`src/rtl/matrix_pkg.sv`:
```
// Shared select encodings, loader state type and element offset helper for the matrix register bank.
// Pure declarations: no latency, no flow control.
package matrix_pkg;

    localparam logic [1:0] MSEL_A    = 2'd0;
    localparam logic [1:0] MSEL_B    = 2'd1;
    localparam logic [1:0] MSEL_C    = 2'd2;
    localparam logic [1:0] MSEL_NONE = 2'd3;

    typedef enum logic [1:0] {
        LD_IDLE = 2'd0,
        LD_LOAD = 2'd1,
        LD_DONE = 2'd2
    } ld_state_t;

    function automatic int elem_off(input int row, input int col, input int dim, input int ew);
        return (row * dim + col) * ew;
    endfunction

endpackage

```
`src/rtl/matrix_store.sv`:
```
// One DIM x DIM matrix of EW-bit elements with two write ports; port 0 overrides port 1 on the same element.
// Writes land on the next clock edge and appear on flat_o immediately after it; no backpressure.
module matrix_store
    import matrix_pkg::*;
#(
    parameter int DIM = 3,
    parameter int EW  = 5,
    parameter int IW  = 2
) (
    input  logic                  clk,
    input  logic                  reset,
    input  logic                  we0_i,
    input  logic [IW-1:0]         row0_i,
    input  logic [IW-1:0]         col0_i,
    input  logic [EW-1:0]         dat0_i,
    input  logic                  we1_i,
    input  logic [IW-1:0]         row1_i,
    input  logic [IW-1:0]         col1_i,
    input  logic [EW-1:0]         dat1_i,
    output logic [DIM*DIM*EW-1:0] flat_o
);

    logic [DIM*DIM*EW-1:0] flat_q;
    logic [DIM*DIM*EW-1:0] flat_d;

    // Port 0 is applied last so it wins a same-element collision.
    always_comb begin
        flat_d = flat_q;
        if (we1_i) begin
            flat_d[elem_off(int'(row1_i), int'(col1_i), DIM, EW) +: EW] = dat1_i;
        end
        if (we0_i) begin
            flat_d[elem_off(int'(row0_i), int'(col0_i), DIM, EW) +: EW] = dat0_i;
        end
    end

    always_ff @(posedge clk or posedge reset) begin
        if (reset) begin
            flat_q <= '0;
        end else begin
            flat_q <= flat_d;
        end
    end

    assign flat_o = flat_q;

endmodule

```
`src/rtl/matrix_regbank.sv`:
```
// A/B/C matrix storage plus n/m/p registers, with a row-major stream loader and a random element write port.
// Writes visible 1 cycle after the edge; ld_ready depends only on loader state, random port never stalls.
module matrix_regbank
    import matrix_pkg::*;
#(
    parameter int DIM = 3,
    parameter int EW  = 5,
    parameter int DW  = 6,
    parameter int IW  = (DIM > 1) ? $clog2(DIM) : 1
) (
    input  logic                  clk,
    input  logic                  reset,
    input  logic                  dims_we,
    input  logic [DW-1:0]         n_in,
    input  logic [DW-1:0]         m_in,
    input  logic [DW-1:0]         p_in,
    output logic [DW-1:0]         n_out,
    output logic [DW-1:0]         m_out,
    output logic [DW-1:0]         p_out,
    input  logic                  ld_start,
    input  logic [1:0]            ld_sel,
    input  logic                  ld_abort,
    input  logic                  ld_valid,
    input  logic [EW-1:0]         ld_data,
    output logic                  ld_ready,
    output logic                  ld_done,
    output logic                  busy,
    input  logic                  wr_en,
    input  logic [1:0]            wr_sel,
    input  logic [IW-1:0]         wr_row,
    input  logic [IW-1:0]         wr_col,
    input  logic [EW-1:0]         wr_data,
    output logic [DIM*DIM*EW-1:0] a_flat,
    output logic [DIM*DIM*EW-1:0] b_flat,
    output logic [DIM*DIM*EW-1:0] c_flat
);

    ld_state_t     state_q, state_d;
    logic [IW-1:0] row_q, row_d;
    logic [IW-1:0] col_q, col_d;
    logic [1:0]    tgt_q, tgt_d;
    logic [DW-1:0] n_q, m_q, p_q;
    logic          accept;
    logic          last_elem;
    logic          wr_ok;

    assign accept    = (state_q == LD_LOAD) && ld_valid;
    assign last_elem = (row_q == IW'(DIM - 1)) && (col_q == IW'(DIM - 1));
    assign wr_ok     = wr_en && (wr_sel != MSEL_NONE)
                       && (int'(wr_row) < DIM) && (int'(wr_col) < DIM);

    always_ff @(posedge clk or posedge reset) begin
        if (reset) begin
            state_q <= LD_IDLE;
            row_q   <= '0;
            col_q   <= '0;
            tgt_q   <= MSEL_A;
        end else begin
            state_q <= state_d;
            row_q   <= row_d;
            col_q   <= col_d;
            tgt_q   <= tgt_d;
        end
    end

    // Abort is checked after the counter update so a beat in the abort cycle is still stored.
    always_comb begin
        state_d = state_q;
        row_d   = row_q;
        col_d   = col_q;
        tgt_d   = tgt_q;
        case (state_q)
            LD_IDLE: begin
                if (ld_start && (ld_sel != MSEL_NONE)) begin
                    state_d = LD_LOAD;
                    tgt_d   = ld_sel;
                    row_d   = '0;
                    col_d   = '0;
                end
            end
            LD_LOAD: begin
                if (accept) begin
                    if (col_q == IW'(DIM - 1)) begin
                        col_d = '0;
                        row_d = row_q + 1'b1;
                    end else begin
                        col_d = col_q + 1'b1;
                    end
                end
                if (ld_abort) begin
                    state_d = LD_IDLE;
                end else if (accept && last_elem) begin
                    state_d = LD_DONE;
                end
            end
            LD_DONE: state_d = LD_IDLE;
            default: state_d = LD_IDLE;
        endcase
    end

    always_comb begin
        ld_ready = (state_q == LD_LOAD);
        ld_done  = (state_q == LD_DONE);
        busy     = (state_q != LD_IDLE);
    end

    always_ff @(posedge clk or posedge reset) begin
        if (reset) begin
            n_q <= '0;
            m_q <= '0;
            p_q <= '0;
        end else if (dims_we) begin
            n_q <= n_in;
            m_q <= m_in;
            p_q <= p_in;
        end
    end

    assign n_out = n_q;
    assign m_out = m_q;
    assign p_out = p_q;

    matrix_store #(.DIM(DIM), .EW(EW), .IW(IW)) u_store_a (
        .clk    (clk),
        .reset  (reset),
        .we0_i  (accept && (tgt_q == MSEL_A)),
        .row0_i (row_q),
        .col0_i (col_q),
        .dat0_i (ld_data),
        .we1_i  (wr_ok && (wr_sel == MSEL_A)),
        .row1_i (wr_row),
        .col1_i (wr_col),
        .dat1_i (wr_data),
        .flat_o (a_flat)
    );

    matrix_store #(.DIM(DIM), .EW(EW), .IW(IW)) u_store_b (
        .clk    (clk),
        .reset  (reset),
        .we0_i  (accept && (tgt_q == MSEL_B)),
        .row0_i (row_q),
        .col0_i (col_q),
        .dat0_i (ld_data),
        .we1_i  (wr_ok && (wr_sel == MSEL_B)),
        .row1_i (wr_row),
        .col1_i (wr_col),
        .dat1_i (wr_data),
        .flat_o (b_flat)
    );

    matrix_store #(.DIM(DIM), .EW(EW), .IW(IW)) u_store_c (
        .clk    (clk),
        .reset  (reset),
        .we0_i  (accept && (tgt_q == MSEL_C)),
        .row0_i (row_q),
        .col0_i (col_q),
        .dat0_i (ld_data),
        .we1_i  (wr_ok && (wr_sel == MSEL_C)),
        .row1_i (wr_row),
        .col1_i (wr_col),
        .dat1_i (wr_data),
        .flat_o (c_flat)
    );

endmodule
```
`config.mk`:
```
export PLATFORM = sky130hd
export DESIGN_NAME = matrix_regbank
export DESIGN_NICKNAME = d
export VERILOG_FILES = /design/src/rtl/matrix_pkg.sv /design/src/rtl/matrix_store.sv /design/src/rtl/matrix_regbank.sv
export SDC_FILE = /design/constraint.sdc
export NUM_CORES = 1
export LEC_CHECK = 0
export ABC_AREA = 1
export CELL_PAD_IN_SITES_DETAIL_PLACEMENT = 1
export CELL_PAD_IN_SITES_GLOBAL_PLACEMENT = 1
export CORE_AREA = 2 2 194 196
export DETAILED_ROUTE_END_ITERATION = 16
export DIE_AREA = 0 0 196 198
export GPL_TIMING_DRIVEN = 0
export PLACE_DENSITY_LB_ADDON = 0.1
export SYNTH_ARGS = -nofsm -noshare
export SYNTH_HDL_FRONTEND = slang
export SYNTH_SLANG_ARGS = --single-unit
```
`constraint.sdc`:
```
create_clock -name clk -period 5.42 [get_ports clk]
set_clock_uncertainty 0.1 [all_clocks]
set_input_delay 0.813 -clock clk [delete_from_list [all_inputs] [get_ports clk]]
set_output_delay 0.813 -clock clk [all_outputs]
set_load 0.02 [all_outputs]
```
==> impl_summary.md <==
Die
The initial standard-cell utilization of the core is 0.344. After floorplanning, the core was divided into 71 placement rows. The vertical die dimension is 198 µm. The top-level port count is 199.

The horizontal die dimension is between 150 and 200 µm. The floorplan step defined a die boundary enclosing 38800 µm². After floorplanning, the core was sized to cover 37000 µm².

Clock network
TritonCTS created 17 clock buffers. The H-tree level count is 4. Clock-pin slew was measured on the worst setup and hold paths at 80 ps. In this run the clock root is driven by a clkbuf_16.

The clock latency on the worst-skew pair is about 470 ps. The longest clock path from root to sink contains 2 buffers. The clock net sink count is 161. TritonCTS built the clock tree.

GRT
The global-route wire length before repair is 99500 µm. The via count of the first global-routing pass was 15500. The total overflow left after global routing is 0. The largest net degree at the start of global routing is 93. The number of antenna violations at the first check in global routing is 2. For this run, the total global-route usage over all layers was measured as 0.347.

Setup path
The slowest stage of the critical path belongs to the cell clkdlybuf4s50_1. On the worst path, the slowest cell contributes a delay of 500 ps. The path type of the worst setup path is in -> reg. At the worst endpoint, the required time is 5720 ps. The worst setup path is launched from an input port.

Grouping stages by cell kind, the critical path spends the most delay in adder cells. STA puts the critical path data arrival time at between 5000 and 6000 ps. The endpoint kind of the worst setup timing path is a register. Along the worst path, the maximum fanout reaches 10.

The critical path contains buffers and inverters numbering 7 combined.

Drt
For this block, the routed nets add up to 67200 µm of wire. After detailed routing, the average wire length per cell comes to 25.0 µm. Once detail routing completed, the nets flagged for antenna violations numbered 0.

The first detailed-routing pass took 6 iterations. The number of DRC violations after detailed routing is 0. The iteration-0 DRC count of the detailed router is 1180. For this block, the via count after detailed routing is about 15000. The via-per-instance ratio is roughly 5.7.

Logic synthesis
The number of nets in the synthesized netlist is 2024. The number of distinct library cells after synthesis is around 60. The synthesized-area fraction occupied by ao, oa, aoi and oai cells is 0.123.

Among all cell types in the netlist, the one instantiated most often is nand2_1. For this run, the leading register cell type out of synthesis is dfrtp_1. The share of flip-flops with an asynchronous set or reset is 1.00. Counting flops with a built-in enable in the synthesized netlist gives 0. The adder and majority cell fraction of the synthesized area is 0.0289. The main combinational cell family by area after synthesis is simple AND/OR/NAND/NOR gates. In the post-synthesis netlist, the biggest area contributors are dfrtp_1 (32%), nand2_1 (16%), nand3_1 (9.9%). Of the total synthesized cell area, the portion taken by AND, OR, NAND and NOR gates is 0.411. Synthesis handed over a netlist of 1954 instances. The post-synthesis xor/xnor area fraction is 0.00344.

After synthesis, the mean cell area works out to 6.51 µm². The sequential-to-total area share from yosys stat is 0.317. The combined area of all synthesized cells is 12700 µm².

The commonest cells after synthesis are nand2_1 (539), nand3_1 (253), inv_1 (205). The share of cell area taken by muxes after synthesis is 0.0175. dfrtp_1 takes more of the synthesized area than any other cell. In this run, synthesis produced a sequential element count of between 150 and 200. Of the post-synthesis cell area, the dominant cell type holds 0.317. The number of warning messages in the yosys log is 0.

Placed design
The final HPWL from detailed placement is 49800 µm. At the end of routability-driven placement, the weighted congestion stood at 0.950. The worst slack after detailed placement is -1380 ps. In this run the tool buffered the top-level ports with 197 buffer cells.

The placed instance area is 15300 µm².

STA
Setup repair after global routing could not meet its margin everywhere. Setup violations remaining at the end of the flow were counted as 0. Dividing the final minimum period by the clock period gives 0.961.

Once routing completed, OpenROAD measured the worst setup slack at 212 ps. The number of max-slew violations in the final report was 0. Measured against its own limit, the worst slew margin works out to 0.0536.

The number of hold violations in the final report is 0. The final period demand of the worst path is roughly 5200 ps. For the pin with the worst max-slew slack, the measured transition is 1420 ps.

Derived from the worst setup path, the maximum achievable clock frequency is 0.192 GHz.

Run status
The run finished with clean final reports.

Cells and area
From synthesis to final layout, the design area changed by 30.5%. The cell area after layout is about 17000 µm². The antenna cell count is 0. The number of nets in the final layout is 2271.

In the final layout, the share of cells above drive strength 1 is 0.126.

Min path
The worst min-delay path category is reg -> reg.

Run
The tool flagged a number of max-cap violations equal to 0.
-- per-layer routing --
layer	wire length [µm]	vias to the layer above	global-route usage
met3	5490	185	0.0789
met4	3180	0	0.153
li1	-	6962	-
met5	0	-	0
met2	30300	665	0.559
met1	28300	7642	0.445
-- cell usage in the layout (no fill, tap or decap), drive strengths merged, types with 3 or more instances in the layout --
cell type	count
xnor2	4
clkdlybuf4s50	195
clkinv	9
a31oi	22
buf	60
nor3	35
mux2	18
o211ai	12
inv	225
o22ai	18
clkbuf	83
and3	3
nand3	264
fa	4
nand2	559
dfrtp	161
o21ai	162
ha	23
clkinvlp	3
nand4	81
nor2	191
o21bai	20
o31ai	4
a21oi	25
or2	12
-- final timing paths --
path | from | endpoint | slack (ps) | cells after the start
min in group asynchronous | reset | state_q[0] | 760 | 2
worst min-delay path | m_out[1] | m_out[1] | 410 | 1
max in group asynchronous | reset | u_store_c.flat_o[40] | 3590 | 3
worst min register to register | m_out[1] | m_out[1] | 410 | 1
worst max-delay path | wr_col[0] | u_store_b.flat_o[33] | 210 | 29
worst max register to register | row_q[1] | u_store_a.flat_o[21] | 270 | 25
-- cells by family (layout without fill, tap and decap cells) --
group           after synthesis  in the layout
fa+ha+maj                    27             27
xor+xnor                      5              5
mux                          20             20
compound gates              272            272
flops                       161            161
buf+inv                     317            577
simple gates               1152           1152
-- per-stage QoR --
| stage | cells | hold WS [ps] | setup TNS [ps] | utilization |
|---|---|---|---|---|
| floorplan | 1954 | 426 | 0 | - |
| global placement | 2625 | 388 | -524140 | 0.414 |
| detailed placement | 2627 | 397 | -118800 | 0.415 |
| CTS | 2673 | 413 | 0 | 0.439 |
| global route | 2688 | 434 | -209 | 0.450 |
| finish | 2688 | 409 | 0 | 0.450 |
-- repair_timing --
| action | CTS | global route |
|---|---|---|
| gates resized for setup | 60 | 77 |
| setup buffers | 14 | 15 |
| endpoints found under the setup margin | 134 | 135 |
| pin swaps | 17 | 16 |
| hold buffers | 0 | 0 |
-- final cells by class --
cell class / count / area [µm²]
repair buffers: 228 / 2230
inverters: 222 / 845
clock buffers: 17 / 425
multi-input cells: 1476 / 7870
plain buffers: 95 / 452
clock inverters: 15 / 163
well taps: 474 / 593
fillers: 4806 / 20300
flip-flops and latches: 161 / 4030
-- registers in the layout, indices dropped and copies added, names as in the netlist --
register          flops
col_q                 2
n_out                 6
row_q                 2
m_out                 6
u_store_a.flat_o     45
p_out                 6
u_store_b.flat_o     45
u_store_c.flat_o     45
state_q               2
tgt_q                 2
Power is not shown: default switching activity piles up to over one toggle a cycle in this logic, so the estimate is an artifact.
